$ cat config.mk
export PLATFORM = sky130hd
export DESIGN_NAME = vga_rx_decoder
export DESIGN_NICKNAME = d
export VERILOG_FILES = /design/src/rtl/vga_pkg.sv /design/src/rtl/vga_sync_tracker.sv /design/src/rtl/vga_rx_decoder.sv
export SDC_FILE = /design/constraint.sdc
export NUM_CORES = 1
export LEC_CHECK = 0
export BUFFER_PORTS_ARGS = -buffer_cell sky130_fd_sc_hd__buf_2
export CAP_MARGIN = 20
export CORE_MARGIN = 3
export CORE_UTILIZATION = 40
export CTS_BUF_LIST = sky130_fd_sc_hd__clkbuf_4 sky130_fd_sc_hd__clkbuf_8
export DETAILED_ROUTE_END_ITERATION = 10
export GPL_TIMING_DRIVEN = 0
export PLACE_DENSITY_LB_ADDON = 0.15
export SLEW_MARGIN = 0
export SYNTH_ARGS = -nofsm -noshare
export SYNTH_HDL_FRONTEND = slang
export SYNTH_HIERARCHICAL = 1
export SYNTH_SLANG_ARGS = --single-unit
$ cat constraint.sdc
create_clock -name clk -period 6.1 [get_ports clk]
set_clock_uncertainty 0.15 [all_clocks]
set_input_delay 0.61 -clock clk [delete_from_list [all_inputs] [get_ports clk]]
set_output_delay 0.61 -clock clk [all_outputs]
set_load 0.005 [all_outputs]
$ cat src/rtl/vga_pkg.sv
// rtl/vga_pkg.sv - VGA 640x480 timing constants, receiver states and pixel packing
package vga_pkg;
    localparam int H_VIS   = 640;
    localparam int H_FP    = 16;
    localparam int H_SYNC  = 96;
    localparam int H_BP    = 48;
    localparam int H_TOTAL = H_VIS + H_FP + H_SYNC + H_BP;
    localparam int V_VIS   = 480;
    localparam int V_FP    = 10;
    localparam int V_SYNC  = 2;
    localparam int V_BP    = 33;
    localparam int V_TOTAL = V_VIS + V_FP + V_SYNC + V_BP;

    typedef enum logic [1:0] {SEARCH, ALIGN, LOCKED} rx_state_t;

    function automatic logic [7:0] rgb444_to_332(input logic [3:0] r, input logic [3:0] g,
                                                 input logic [3:0] b);
        return {r[3:1], g[3:1], b[3:2]};
    endfunction
endpackage

$ cat src/rtl/vga_sync_tracker.sv
// rtl/vga_sync_tracker.sv - sync edge detection, position counters and timing checks
module vga_sync_tracker #(
    parameter int H_VIS  = vga_pkg::H_VIS,
    parameter int H_FP   = vga_pkg::H_FP,
    parameter int H_SYNC = vga_pkg::H_SYNC,
    parameter int H_BP   = vga_pkg::H_BP,
    parameter int V_VIS  = vga_pkg::V_VIS,
    parameter int V_FP   = vga_pkg::V_FP,
    parameter int V_SYNC = vga_pkg::V_SYNC,
    parameter int V_BP   = vga_pkg::V_BP
) (
    input  logic       clk,
    input  logic       rst,
    input  logic       hsync,
    input  logic       vsync,
    output logic [9:0] hc_now,
    output logic [9:0] vc_now,
    output logic       vfall,
    output logic       herr,
    output logic       verr
);
    localparam logic [9:0] H_LAST  = 10'(H_VIS + H_FP + H_SYNC + H_BP - 1);
    localparam logic [9:0] H_START = 10'(H_VIS + H_FP);
    localparam logic [9:0] V_LAST  = 10'(V_VIS + V_FP + V_SYNC + V_BP - 1);
    localparam logic [9:0] V_START = 10'(V_VIS + V_FP);

    logic       hs_q;
    logic       vs_q;
    logic       hfall;
    logic [9:0] hc_r;
    logic [9:0] vc_r;

    assign hfall = hs_q & ~hsync;
    assign vfall = vs_q & ~vsync;

    // Sync falls snap the counters to the position where that edge belongs.
    always_comb begin
        hc_now = (hc_r == H_LAST) ? 10'd0 : hc_r + 10'd1;
        if (hfall)
            hc_now = H_START;
        vc_now = vc_r;
        if (vfall)
            vc_now = V_START;
        else if (hc_now == 10'd0)
            vc_now = (vc_r == V_LAST) ? 10'd0 : vc_r + 10'd1;
    end

    assign herr = hfall ^ (hc_r == H_START - 10'd1);
    assign verr = vfall ^ ((hc_now == 10'd0) && (vc_r == V_START - 10'd1));

    always_ff @(posedge clk or posedge rst) begin
        if (rst) begin
            hs_q <= 1'b1;
            vs_q <= 1'b1;
            hc_r <= '0;
            vc_r <= '0;
        end else begin
            hs_q <= hsync;
            vs_q <= vsync;
            hc_r <= hc_now;
            vc_r <= vc_now;
        end
    end
endmodule

$ cat src/rtl/vga_rx_decoder.sv
// rtl/vga_rx_decoder.sv - VGA receive decoder: lock FSM, pixel output and frame-buffer address
module vga_rx_decoder #(
    parameter int H_VIS       = vga_pkg::H_VIS,
    parameter int H_FP        = vga_pkg::H_FP,
    parameter int H_SYNC      = vga_pkg::H_SYNC,
    parameter int H_BP        = vga_pkg::H_BP,
    parameter int V_VIS       = vga_pkg::V_VIS,
    parameter int V_FP        = vga_pkg::V_FP,
    parameter int V_SYNC      = vga_pkg::V_SYNC,
    parameter int V_BP        = vga_pkg::V_BP,
    parameter int LOCK_FRAMES = 2,
    parameter int SCALE       = 2
) (
    input  logic        clk,
    input  logic        rst,
    input  logic        hsync,
    input  logic        vsync,
    input  logic [3:0]  red,
    input  logic [3:0]  green,
    input  logic [3:0]  blue,
    output logic [9:0]  px_x,
    output logic [9:0]  px_y,
    output logic        px_valid,
    output logic [7:0]  px_data,
    output logic [15:0] fb_addr,
    output logic        fb_we,
    output logic        frame_start,
    output logic        locked,
    output logic        sync_err
);
    localparam logic [15:0] FB_W     = 16'(H_VIS >> SCALE);
    localparam logic [9:0]  LOW_MASK = 10'((1 << SCALE) - 1);

    vga_pkg::rx_state_t state;
    logic [3:0]  good_cnt;
    logic [9:0]  hc_now;
    logic [9:0]  vc_now;
    logic        vfall;
    logic        herr;
    logic        verr;
    logic        err;
    logic        vis;
    logic        aligned;
    logic [15:0] row;
    logic [15:0] col;

    vga_sync_tracker #(
        .H_VIS(H_VIS), .H_FP(H_FP), .H_SYNC(H_SYNC), .H_BP(H_BP),
        .V_VIS(V_VIS), .V_FP(V_FP), .V_SYNC(V_SYNC), .V_BP(V_BP)
    ) u_tracker (
        .clk(clk), .rst(rst), .hsync(hsync), .vsync(vsync),
        .hc_now(hc_now), .vc_now(vc_now), .vfall(vfall), .herr(herr), .verr(verr)
    );

    assign err     = (state != vga_pkg::SEARCH) && (herr || verr);
    assign vis     = (state == vga_pkg::LOCKED) && !err &&
                     (hc_now < 10'(H_VIS)) && (vc_now < 10'(V_VIS));
    assign aligned = ((hc_now & LOW_MASK) == 10'd0) && ((vc_now & LOW_MASK) == 10'd0);
    assign row     = 16'(vc_now >> SCALE);
    assign col     = 16'(hc_now >> SCALE);

    always_ff @(posedge clk or posedge rst) begin
        if (rst) begin
            state       <= vga_pkg::SEARCH;
            good_cnt    <= '0;
            locked      <= 1'b0;
            sync_err    <= 1'b0;
            px_valid    <= 1'b0;
            px_x        <= '0;
            px_y        <= '0;
            px_data     <= '0;
            fb_addr     <= '0;
            fb_we       <= 1'b0;
            frame_start <= 1'b0;
        end else begin
            sync_err <= 1'b0;
            case (state)
                vga_pkg::SEARCH: begin
                    if (vfall) begin
                        state    <= vga_pkg::ALIGN;
                        good_cnt <= '0;
                    end
                end
                vga_pkg::ALIGN: begin
                    if (err) begin
                        sync_err <= 1'b1;
                        state    <= vga_pkg::SEARCH;
                    end else if (vfall) begin
                        good_cnt <= good_cnt + 4'd1;
                        if (good_cnt + 4'd1 == 4'(LOCK_FRAMES)) begin
                            state  <= vga_pkg::LOCKED;
                            locked <= 1'b1;
                        end
                    end
                end
                vga_pkg::LOCKED: begin
                    if (err) begin
                        sync_err <= 1'b1;
                        locked   <= 1'b0;
                        state    <= vga_pkg::SEARCH;
                    end
                end
                default: state <= vga_pkg::SEARCH;
            endcase

            px_valid    <= vis;
            fb_we       <= vis && aligned;
            frame_start <= vis && (hc_now == 10'd0) && (vc_now == 10'd0);
            // Position/data/address hold their last visible value between pixels.
            if (vis) begin
                px_x    <= hc_now;
                px_y    <= vc_now;
                px_data <= vga_pkg::rgb444_to_332(red, green, blue);
                fb_addr <= row * FB_W + col;
            end
        end
    end
endmodule

# After elaboration in Yosys (flattened, before gate mapping)
# Index checks and enable logic that the tools add are counted.
dict set report word_totals {
  output_inout_bits 49
  inputBits 16
  reg_bits 77
  wordCells 87
}
dict set report classes {
  mux 22
  reduce_logical 23
  eq_ne 14
  mul 1
  bitwise_logic 6
  addsub 4
  order_cmp 2
}
# operator count
set op_table {}
lappend op_table {{$mux W10} 5}
lappend op_table {{$logic_not A10 Y1} 4}
lappend op_table {{$eq A10 B10 Y1 const B} 3}
lappend op_table {{$add A10 B1 Y10 const B} 2}
lappend op_table {{$add A16 B8 Y16} 1}
lappend op_table {{$mux W4} 3}
lappend op_table {{$mul A8 B3 Y11 const B} 1}
lappend op_table {{$eq A10 B9 Y1 const B} 1}
lappend op_table {{$lt A10 B10 Y1 const B} 1}
lappend op_table {{$lt A10 B9 Y1 const B} 1}
lappend op_table {{$mux W2} 5}
lappend op_table {{$logic_and A1 B1 Y1} 9}
lappend op_table {{$pmux W4 S2} 1}
lappend op_table {{$reduce_and A4 Y1} 2}
lappend op_table {{$mux W1} 6}
lappend op_table {{$ne A2 B2 Y1 const B} 3}
lappend op_table {{$pmux W2 S3} 1}
lappend op_table {{$reduce_bool A2 Y1} 3}
lappend op_table {{$reduce_and A5 Y1} 1}
lappend op_table {{$add A4 B1 Y4 const B} 1}
lappend op_table {{$eq A4 B2 Y1 const B} 1}
lappend op_table {{$ne A2 B1 Y1 const B} 2}
lappend op_table {{$ne A3 B2 Y1 const B} 1}
lappend op_table {{$ne A3 B3 Y1 const B} 1}
lappend op_table {{other kinds (10)} 13}

# Longest topological paths before layout
# Gate-level depths: netlist of the first run.
dict set report depth {
  ltp_word 14
  mapped_depth 17
  mapped_depth_nobuf 16
}

# Modules after synthesis
# The synthesis of the first run kept the hierarchy.
# mod cells_per_inst area_per_inst_um2 n_inst seq_area_each_um2
set modules_own_cells {}
lappend modules_own_cells {vga_rx_decoder 287 2738.9 1 1251.2}
lappend modules_own_cells {vga_sync_tracker 146 1401.3 1 553.0}

# Worst setup path after synthesis of the first run
# No wires, ideal clock.
dict set report synth_timing {
  path_kind {input -> register}
  startpoint {in hsync}
  endpoint {reg fb_addr[15]}
  t_arrival_ns 4.026
  path_slack_ns 1.829
  setup_time_ns 0.095
  required_ns 5.855
  path_buffers 2
  cell_stages 17
  cell_sequence {nand2b_1 -> clkbuf_2 -> or4b_4 -> a21oi_4 -> nand2_2 -> buf_6 -> o31ai_1 -> o211ai_1 -> ha_1 -> ha_1 -> inv_1 -> fa_1 -> and2b_1 -> o22ai_2 -> xnor2_1 -> nand3_1 -> o31ai_1}
}
dict set report synth_via {
  elab_cells_between_ends 19
  classes_between {add/sub: 1; mul: 1; order compare: 2; mux: 3; bitwise: 4; reduce/logical: 8}
}
# item line_no
set synth_rtl {}
lappend synth_rtl {{from (decl)} vga_rx_decoder.sv:16} ;# input logic hsync,
lappend synth_rtl {{$not A1 Y1 *} vga_sync_tracker.sv:33} ;# assign hfall = hs_q & ~hsync;
lappend synth_rtl {{$and A1 B1 Y1 *} vga_sync_tracker.sv:33}
lappend synth_rtl {{$mux W10 *} vga_sync_tracker.sv:39} ;# if (hfall)
lappend synth_rtl {{$logic_not A10 Y1 *} vga_sync_tracker.sv:44} ;# else if (hc_now == 10'd0)
lappend synth_rtl {{$mux W10 *} vga_sync_tracker.sv:44}
lappend synth_rtl {{$mux W10 *} vga_sync_tracker.sv:42} ;# if (vfall)
lappend synth_rtl {{net vc_now[3]} vga_rx_decoder.sv:37} ;# logic [9:0] vc_now;
lappend synth_rtl {{$mul A8 B3 Y11 or $lt A10 B9 Y1 (tied branches)} {vga_rx_decoder.sv:114, vga_rx_decoder.sv:57}}
lappend synth_rtl {{$add A16 B8 Y16 or $logic_and A1 B1 Y1 (tied branches)} {vga_rx_decoder.sv:114, vga_rx_decoder.sv:57}}
lappend synth_rtl {{to (signal assigned)} vga_rx_decoder.sv:114} ;# fb_addr <= row * FB_W + col;
lappend synth_rtl {{to (decl)} vga_rx_decoder.sv:25} ;# output logic [15:0] fb_addr,
# The timed path passes the listed nets; every way through them passes the cells marked *.
# A chain may end at the register's enable or synchronous reset.

# Final worst setup path of the first run
dict set report layout_timing {
  startpoint {reg u_tracker.hc_r[0]}
  endpoint {reg fb_addr[15]}
}
dict set report layout_via {
  elab_cells_between_ends 21
  classes_between {add/sub: 2; mul: 1; order compare: 2; eq/ne: 2; mux: 4; bitwise: 2; reduce/logical: 8}
}
# item line_no
set layout_rtl {}
lappend layout_rtl {{from (decl)} vga_sync_tracker.sv:30} ;# logic [9:0] hc_r;
lappend layout_rtl {{from (signal assigned)} vga_sync_tracker.sv:60} ;# hc_r <= hc_now;
lappend layout_rtl {{$add A10 B1 Y10 or $eq A10 B10 Y1 (tied branches)} vga_sync_tracker.sv:38} ;# hc_now = (hc_r == H_LAST) ? 10'd0 : hc_r + 10'd1;
lappend layout_rtl {{$mux W10 *} vga_sync_tracker.sv:38}
lappend layout_rtl {{$mux W10 *} vga_sync_tracker.sv:39}
lappend layout_rtl {{$logic_not A10 Y1 *} vga_sync_tracker.sv:44}
lappend layout_rtl {{$mux W10 *} vga_sync_tracker.sv:44}
lappend layout_rtl {{$mux W10 *} vga_sync_tracker.sv:42}
lappend layout_rtl {{net vc_now[4]} vga_rx_decoder.sv:37}
lappend layout_rtl {{$mul A8 B3 Y11 or $lt A10 B9 Y1 (tied branches)} {vga_rx_decoder.sv:114, vga_rx_decoder.sv:57}}
lappend layout_rtl {{$add A16 B8 Y16 or $logic_and A1 B1 Y1 (tied branches)} {vga_rx_decoder.sv:114, vga_rx_decoder.sv:57}}
# Marked as above.

==> run summary, run 1 <==
Critical path depth in cells = 17
XOR/XNOR share of the synthesized area = 3.81%
Post-synth top area share = 42.3%
Routed WL = 9.81 mm
Post-synth EDFFs = 0
Total grt overflow = 0
Final Util = 48.8%
Yosys reg bits = 72
Sequential area share after synthesis = 43.6%
Placed cell area = 4630 µm²
Row cnt = 36
Crit path time final = 4.95 ns
Hold Buf Count CTS = 0
WP data required = 6.21 ns
Share of cells above drive strength 1 = 24.3%
Syn. warnings = 6
Post-Syn Area = 4140 µm²
Fin. Hold Viols = 0
RSZ-0062 raised after global routing = no
Max_cap viols = 0
Kind of end point of the critical path = flip-flop
Diode count = 0
Syn Nets = 475
M2 GR Usage = 29.4%
Arrival time worst endpoint = 5.06 ns
Finished Cell Area = 4830 µm²
Dpl cells = 627
Top delay family on crit path = compound AO/OA/AOI/OAI gates
Max Fclk = 202 MHz
H-tree levels = 3
Root Buffer = clkbuf_8
Die area = 11600 µm²
Synth top cells by count = nand2_1, dfrtp_1, nor2_1, ha_1, inv_1
Final slew viol count = 0
Post-CTS setup buffers = 0
Synth Flop Type = dfrtp_1
Post-Synth Simple-Gate Area = 25.4%
GP Congestion = 0.859
Rel. slew slack = 42.6%
Slowest CP cell = a21oi_1
Largest family of logic cells by synthesized area = simple AND/OR/NAND/NOR gates
Hold_ws = 0.0522 ns
Count leader, synth = nand2_1
Mux cell area share after synthesis = 1.24%
Fraction of the mapped netlist area in adder cells = 8.22%
Avg WL per Cell = 15.2 µm
Most used cell, CP = ha_1
Power Density = 274 nW/µm²
Pleak = 2.38 nW
Met3 Usage GRT = 5.28%
Vias in the first global route = 3313
Max IR drop VDD = 226 µV
Nets = 548
Die height = 108 µm
Num ports = 65
Most area-consuming cells after synthesis = dfrtp_1, nand2_1, ha_1
GRT busiest layer = met2
Routed vias/inst = 5.18
Distinct cell type count after synthesis = 72
Clock buffer depth = 2
Fin cells = 644
Horiz. Die Dim = 108 µm
I/O Buffers = 60
Initial core utilization = 41.8%
Initial antenna violation count = 0
First-pass GRT wire length = 16.7 mm
CP Buf/Inv Count = 2
Post-synthesis cell count = 433
M1 GR Usage = 24.9%
Complex-gate fraction of the synthesized area = 12.8%
Final-report setup violation count = 0
Outcome = finished, final reports clean
Critical path class = flip-flop to flip-flop
Tcrit/Tclk final = 81.1%
Async set-reset flop share out of synthesis = 100%
P&R area growth vs syn = 16.7%
Clock sinks = 72
Critical Path Source Type = flip-flop
Setup tns final = 0 ns
Reg2reg path depth = 17
Drt drc = 0
Post-route ant nets = 0
Worst Tran Pin Value = 0.859 ns
Tot GR Track Use = 18.5%
DRT Pass-1 Iters = 4
Dpl hpwl = 7.26 mm
Resized cells post-CTS = 0
Crit-path cells = ha_1 > and4_1 > nand4_1 > nand2_1 > a31oi_1 > buf_2 > o31ai_1 > a21oi_1 > ha_1 > ha_1 > inv_1 > fa_1 > and2b_1 > o22ai_2 > xnor2_1 > nand3_1 > o31ai_1
Initial drt markers = 111
CTS clock-pin slew for the worst setup and hold paths = 0.08 ns
CTS tree = done
TritonCTS Buffers = 9
Worst hold path type = primary input to async pin
Skew-Pair Late Insertion Delay = 0.36 ns
Synth Area per Inst = 9.56 µm²
Critical path fanouts, max = 10
Core ar. = 9910 µm²
Area leader, netlist = dfrtp_1
Total number of vias = 3334
Slowest Stage Delay on Critical Path = 0.52 ns
Pin count of the biggest net entering global routing = 39
==> worst register-to-register path: stages, from the launching register on <==
cell     delay, ns
dfrtp_1       0.46
ha_1          0.31
and4_1        0.26
nand4_1       0.17
nand2_1       0.19
a31oi_1       0.30
buf_2         0.31
o31ai_1       0.12
a21oi_1       0.52
ha_1          0.27
ha_1          0.18
inv_1         0.06
fa_1          0.39
and2b_1       0.27
o22ai_2       0.12
xnor2_1       0.38
nand3_1       0.14
o31ai_1       0.26
==> sequential cells by signal, summed over array words and instances (netlist names) <==
| signal | flops |
|---|---|
| fb_we | 1 |
| frame_start | 1 |
| u_tracker/hc_r | 10 |
| px_y | 10 |
| fb_addr | 11 |
| u_tracker/vc_r | 10 |
| px_valid | 1 |
| px_data | 8 |
| u_tracker/hs_q | 1 |
| locked | 1 |
| u_tracker/vs_q | 1 |
| sync_err | 1 |
| state | 2 |
| px_x | 10 |
| good_cnt | 4 |
==> cells in the final DEF (no fill, tap or decap), drive strengths merged, types with 3 or more instances in the layout <==
| master | netlist | routed |
|---|---|---|
| nand4 | 9 | 9 |
| a21oi | 5 | 5 |
| or4 | 3 | 3 |
| xor2 | 10 | 10 |
| nor4b | 3 | 3 |
| o21ai | 21 | 21 |
| mux2i | 4 | 4 |
| and4 | 4 | 4 |
| nor2 | 27 | 27 |
| nand2 | 99 | 99 |
| nor4 | 8 | 8 |
| inv | 21 | 22 |
| ha | 24 | 24 |
| a31o | 3 | 3 |
| dfrtp | 70 | 70 |
| clkbuf | 2 | 13 |
| nor3 | 7 | 7 |
| o31ai | 4 | 4 |
| nand3 | 11 | 11 |
| and2 | 9 | 9 |
| buf | 18 | 79 |
| a211oi | 3 | 3 |
| xnor2 | 8 | 8 |
| and3 | 3 | 3 |
| nor3b | 5 | 5 |
| nand2b | 3 | 3 |
| nor2b | 5 | 5 |
| a31oi | 8 | 8 |
==> logic make-up (layout without fill, tap and decap cells) <==
kind of cell    count (synthesis)  in the layout
mux                             5              5
fa+ha+maj                      26             26
xor+xnor                       18             18
flops                          72             72
simple gates                  203            203
compound gates                 68             68
buf+inv                        41            119
==> report_power, final <==
part / switching, mW / internal (mW) / total (mW) / leakage (nW)
Combinational: 0.181 / 0.149 / 0.330 / 1.36
Sequential: 0.0500 / 0.556 / 0.606 / 0.926
Clock: 0.192 / 0.195 / 0.387 / 0.0963
==> final timing paths <==
check	from	end	slack, ns
max	u_tracker/hc_r[0]	fb_addr[15]	1.15
min	rst	px_x[5]	0.05
max reg2reg	u_tracker/hc_r[0]	fb_addr[15]	1.15
min reg2reg	px_data[6]	px_data[6]	0.32
max in group asynchronous	rst	u_tracker/vc_r[5]	4.98
min in group clk	hsync	u_tracker/hs_q	0.20
==> stage by stage <==
step	power (mW)	setup slack [ns]
after global routing	1.41	0.684
after detailed placement	0.948	1.11
after CTS	1.34	1.15
after global placement	0.939	1.20
after floorplan	0.829	1.83
final	1.32	1.15
==> per-layer routing <==
metal,vias to the layer above,wire length (µm)
met2,54,4680
met5,-,0
met3,9,376
met4,0,89
li1,1650,-
met1,1621,4670
==> final cells by class <==
class / count / area, µm²
clock buffer: 10 / 131
timing repair buffer: 62 / 325
tap: 133 / 166
fill: 981 / 5080
inverter: 21 / 78.8
buffer: 20 / 129
multi-input combinational: 320 / 2130
sequential: 72 / 1800
clock inverter: 6 / 67.6
(Power assumes the default switching activity.)
==> inputs of run 2 (changes only) <==
clock period = 5.2 ns   (was 6.1 ns; I/O delays follow)
==> run 2 against run 1 <==
  * Worst setup slack got worse by 0.71 ns
  * Global-route usage unchanged
  * Sequential cell count stayed put
  * Die area unchanged
  * Clock power grew 17%
  * Count of clock-buffer cells in the layout unchanged
  * Core utilization increased by 0.34 points
==> run summary, run 2 (synthesis results as in run 1) <==
Outcome = finished, final reports clean
Worst slack, placed = 0.255 ns (-0.854 ns)
FF+latch area = 1800 µm² (unchanged)
Crit-path cells = ha_1 > and4_1 > nand4_1 > nand2_1 > a31oi_1 > buf_2 > nor4_2 > mux2i_2 > ha_1 > ha_1 > a211oi_2 > nor2_1 > o311ai_4 > o41ai_1 > a31oi_1
Switching Share = 32.0% (about the same)
Max Fclk = 210 MHz (+4.0%)
Die height = 108 µm (unchanged)
Slowest Stage Delay on Critical Path = 0.50 ns (-0.02 ns)
Tot GR Track Use = 18.5% (unchanged)
Internal power = 1.06 mW (+17%)
Biggest register = fb_addr
Total number of vias = 3338 (+0.12%)
Final slew viol count = 0 (unchanged)
Drt drc = 0 (unchanged)
Initial drt markers = 112 (+0.90%)
Clock share of power = 29.3% (about the same)
Avg WL per Cell = 15.3 µm (+0.28%)
Final-report setup violation count = 0 (unchanged)
P&R area growth vs syn = 17.5%
Row cnt = 36 (unchanged)
Rel. slew slack = 42.5% (-0.19 points)
H-tree levels = 3 (unchanged)
DRT met1 WL = 4.64 mm (-0.62%)
Vias in the first global route = 3313 (unchanged)
Kind of end point of the critical path = flip-flop
Slowest CP cell = mux2i_2
Num ports = 65 (unchanged)
CTS tree = done
Crit path time final = 4.76 ns (-0.191 ns)
Initial core utilization = 41.8% (unchanged)
Most frequent cells in the layout = nand2_1, dfrtp_1, buf_2
Final WS setup = 0.445 ns (-0.709 ns)
Pin count of the biggest net entering global routing = 39 (unchanged)
Metal2 WL = 4.79 mm (+2.3%)
I/O Buffers = 60 (unchanged)
Power Density = 319 nW/µm² (+17%)
Flop pwr share = 45.8% (about the same)
Max FFs per register = 11 (unchanged)
Die area = 11600 µm² (unchanged)
Most used cell, CP = ha_1
Core ar. = 9910 µm² (unchanged)
Power, Total = 1.55 mW (+17%)
Nets = 549 (+0.18%)
Tcrit/Tclk final = 91.4% (+10 points)
Initial antenna violation count = 0 (unchanged)
GP Congestion = 0.859 (unchanged)
Routed WL = 9.86 mm (+0.44%)
Horiz. Die Dim = 108 µm (unchanged)
Share of cells above drive strength 1 = 25.2% (+0.93 points)
WL met3 = 377 µm (+0.27%)
Critical path fanouts, max = 10 (unchanged)
Max IR drop VDD = 265 µV (+17%)
Post-route ant nets = 0 (unchanged)
Max_cap viols = 0 (unchanged)
Critical path class = flip-flop to flip-flop
Pleak = 2.40 nW (+0.65%)
WP data required = 5.32 ns (-0.89 ns)
Diode count = 0 (unchanged)
Root Buffer = clkbuf_8
First-pass GRT wire length = 16.7 mm (unchanged)
CTS clock-pin slew for the worst setup and hold paths = 0.08 ns (about the same)
NetSw = 0.497 mW (+17%)
TritonCTS Buffers = 9 (unchanged)
Fin. Hold Viols = 0 (unchanged)
Worst hold path type = primary input to flip-flop
Filler instances = 980 (-0.10%)
Clock sinks = 72 (unchanged)
Critical Path Source Type = flip-flop
Total grt overflow = 0 (unchanged)
Arrival time worst endpoint = 4.88 ns (-0.18 ns)
Worst Tran Pin Value = 0.862 ns (+0.00282 ns)
Most common cell after layout, fill and taps aside = nand2_1
DRT Pass-1 Iters = 4 (unchanged)
Clock buffer depth = 2 (unchanged)
Comb pwr share = 25.0% (about the same)
Setup tns final = 0 ns (unchanged)
Routed vias/inst = 5.18 (about the same)
Skew-Pair Late Insertion Delay = 0.36 ns (about the same)
Top Metal Used = met4
Post-CTS setup buffers = 0 (unchanged)
Dpl hpwl = 7.26 mm (unchanged)
RSZ-0062 raised after global routing = no
Multi-input logic area = 2150 µm² (+1.1%)
==> run 2: cell types whose count changed in the layout (fill, tap and decap cells not counted), sizes merged <==
cell	delta
dlygate4sd3	+1
==> run 2: worst paths after layout <==
kind,slack [ns],endpoint,start,cells after the start
setup / recovery,0.44,fb_addr[13],u_tracker/hc_r[0],15
hold / removal,0.11,u_tracker/hs_q,hsync,1
setup reg to reg,0.44,fb_addr[13],u_tracker/hc_r[0],15
hold reg to reg,0.32,px_data[6],px_data[6],2
max in group asynchronous,3.61,u_tracker/vc_r[5],rst,3
min in group asynchronous,0.52,px_x[5],rst,3
==> run 2: cell type report <==
cell class                 instances  share of cell area (%)
tap                              133                    3.42
clock inverter                     6                    1.39
sequential                        72                    37.1
clock buffer                      10                    2.70
buffer                            20                    2.65
inverter                          21                    1.62
multi-input combinational        320                    44.2
timing repair buffer              63                    6.89
==> run 2: repair_timing <==
action                                 in CTS  in global routing
setup endpoints to repair                   0                  3
resized for setup                           0                  5
endpoints found under the hold margin      12                  0
hold buffers                                1                  0
==> run 2: per-stage QoR <==
step           util [%]  hold WS, ns  cells  instance area [µm²]
2_1_floorplan         -        0.317    433                 4140
3_3_place_gp       46.5        0.306    626                 4610
3_5_place_dp       46.7        0.308    627                 4630
4_1_cts            48.8       0.0939    644                 4840
5_1_grt            49.1       0.0902    645                 4860
6_report           49.1        0.112    645                 4860
==> run 2: power groups by stage <==
stage / Combinational (mW) / Sequential (mW) / Clock, mW
final: 0.388 / 0.711 / 0.454
after global routing: 0.439 / 0.725 / 0.491
after CTS: 0.394 / 0.712 / 0.469
after detailed placement: 0.390 / 0.722 / 0
after global placement: 0.382 / 0.720 / 0
after floorplan: 0.250 / 0.722 / 0
==> run 2: critical path, delay by kind of cell (launching register included) <==
kind	cells	cell delay, ns
AO/OA/AOI/OAI	5	1.16
flip-flops	1	0.47
multiplexers	1	0.50
AND/OR/NAND/NOR	5	1.27
adder cells (fa/ha/maj)	3	0.89
buffers and inverters	1	0.24
==> run 2: routing by layer <==
| metal | vias up | track usage (%) |
|---|---|---|
| met2 | 62 | 29.4 |
| met4 | 0 | 4.60 |
| met3 | 4 | 5.28 |
| met1 | 1622 | 24.9 |
| li1 | 1650 | - |
| met5 | - | 0 |
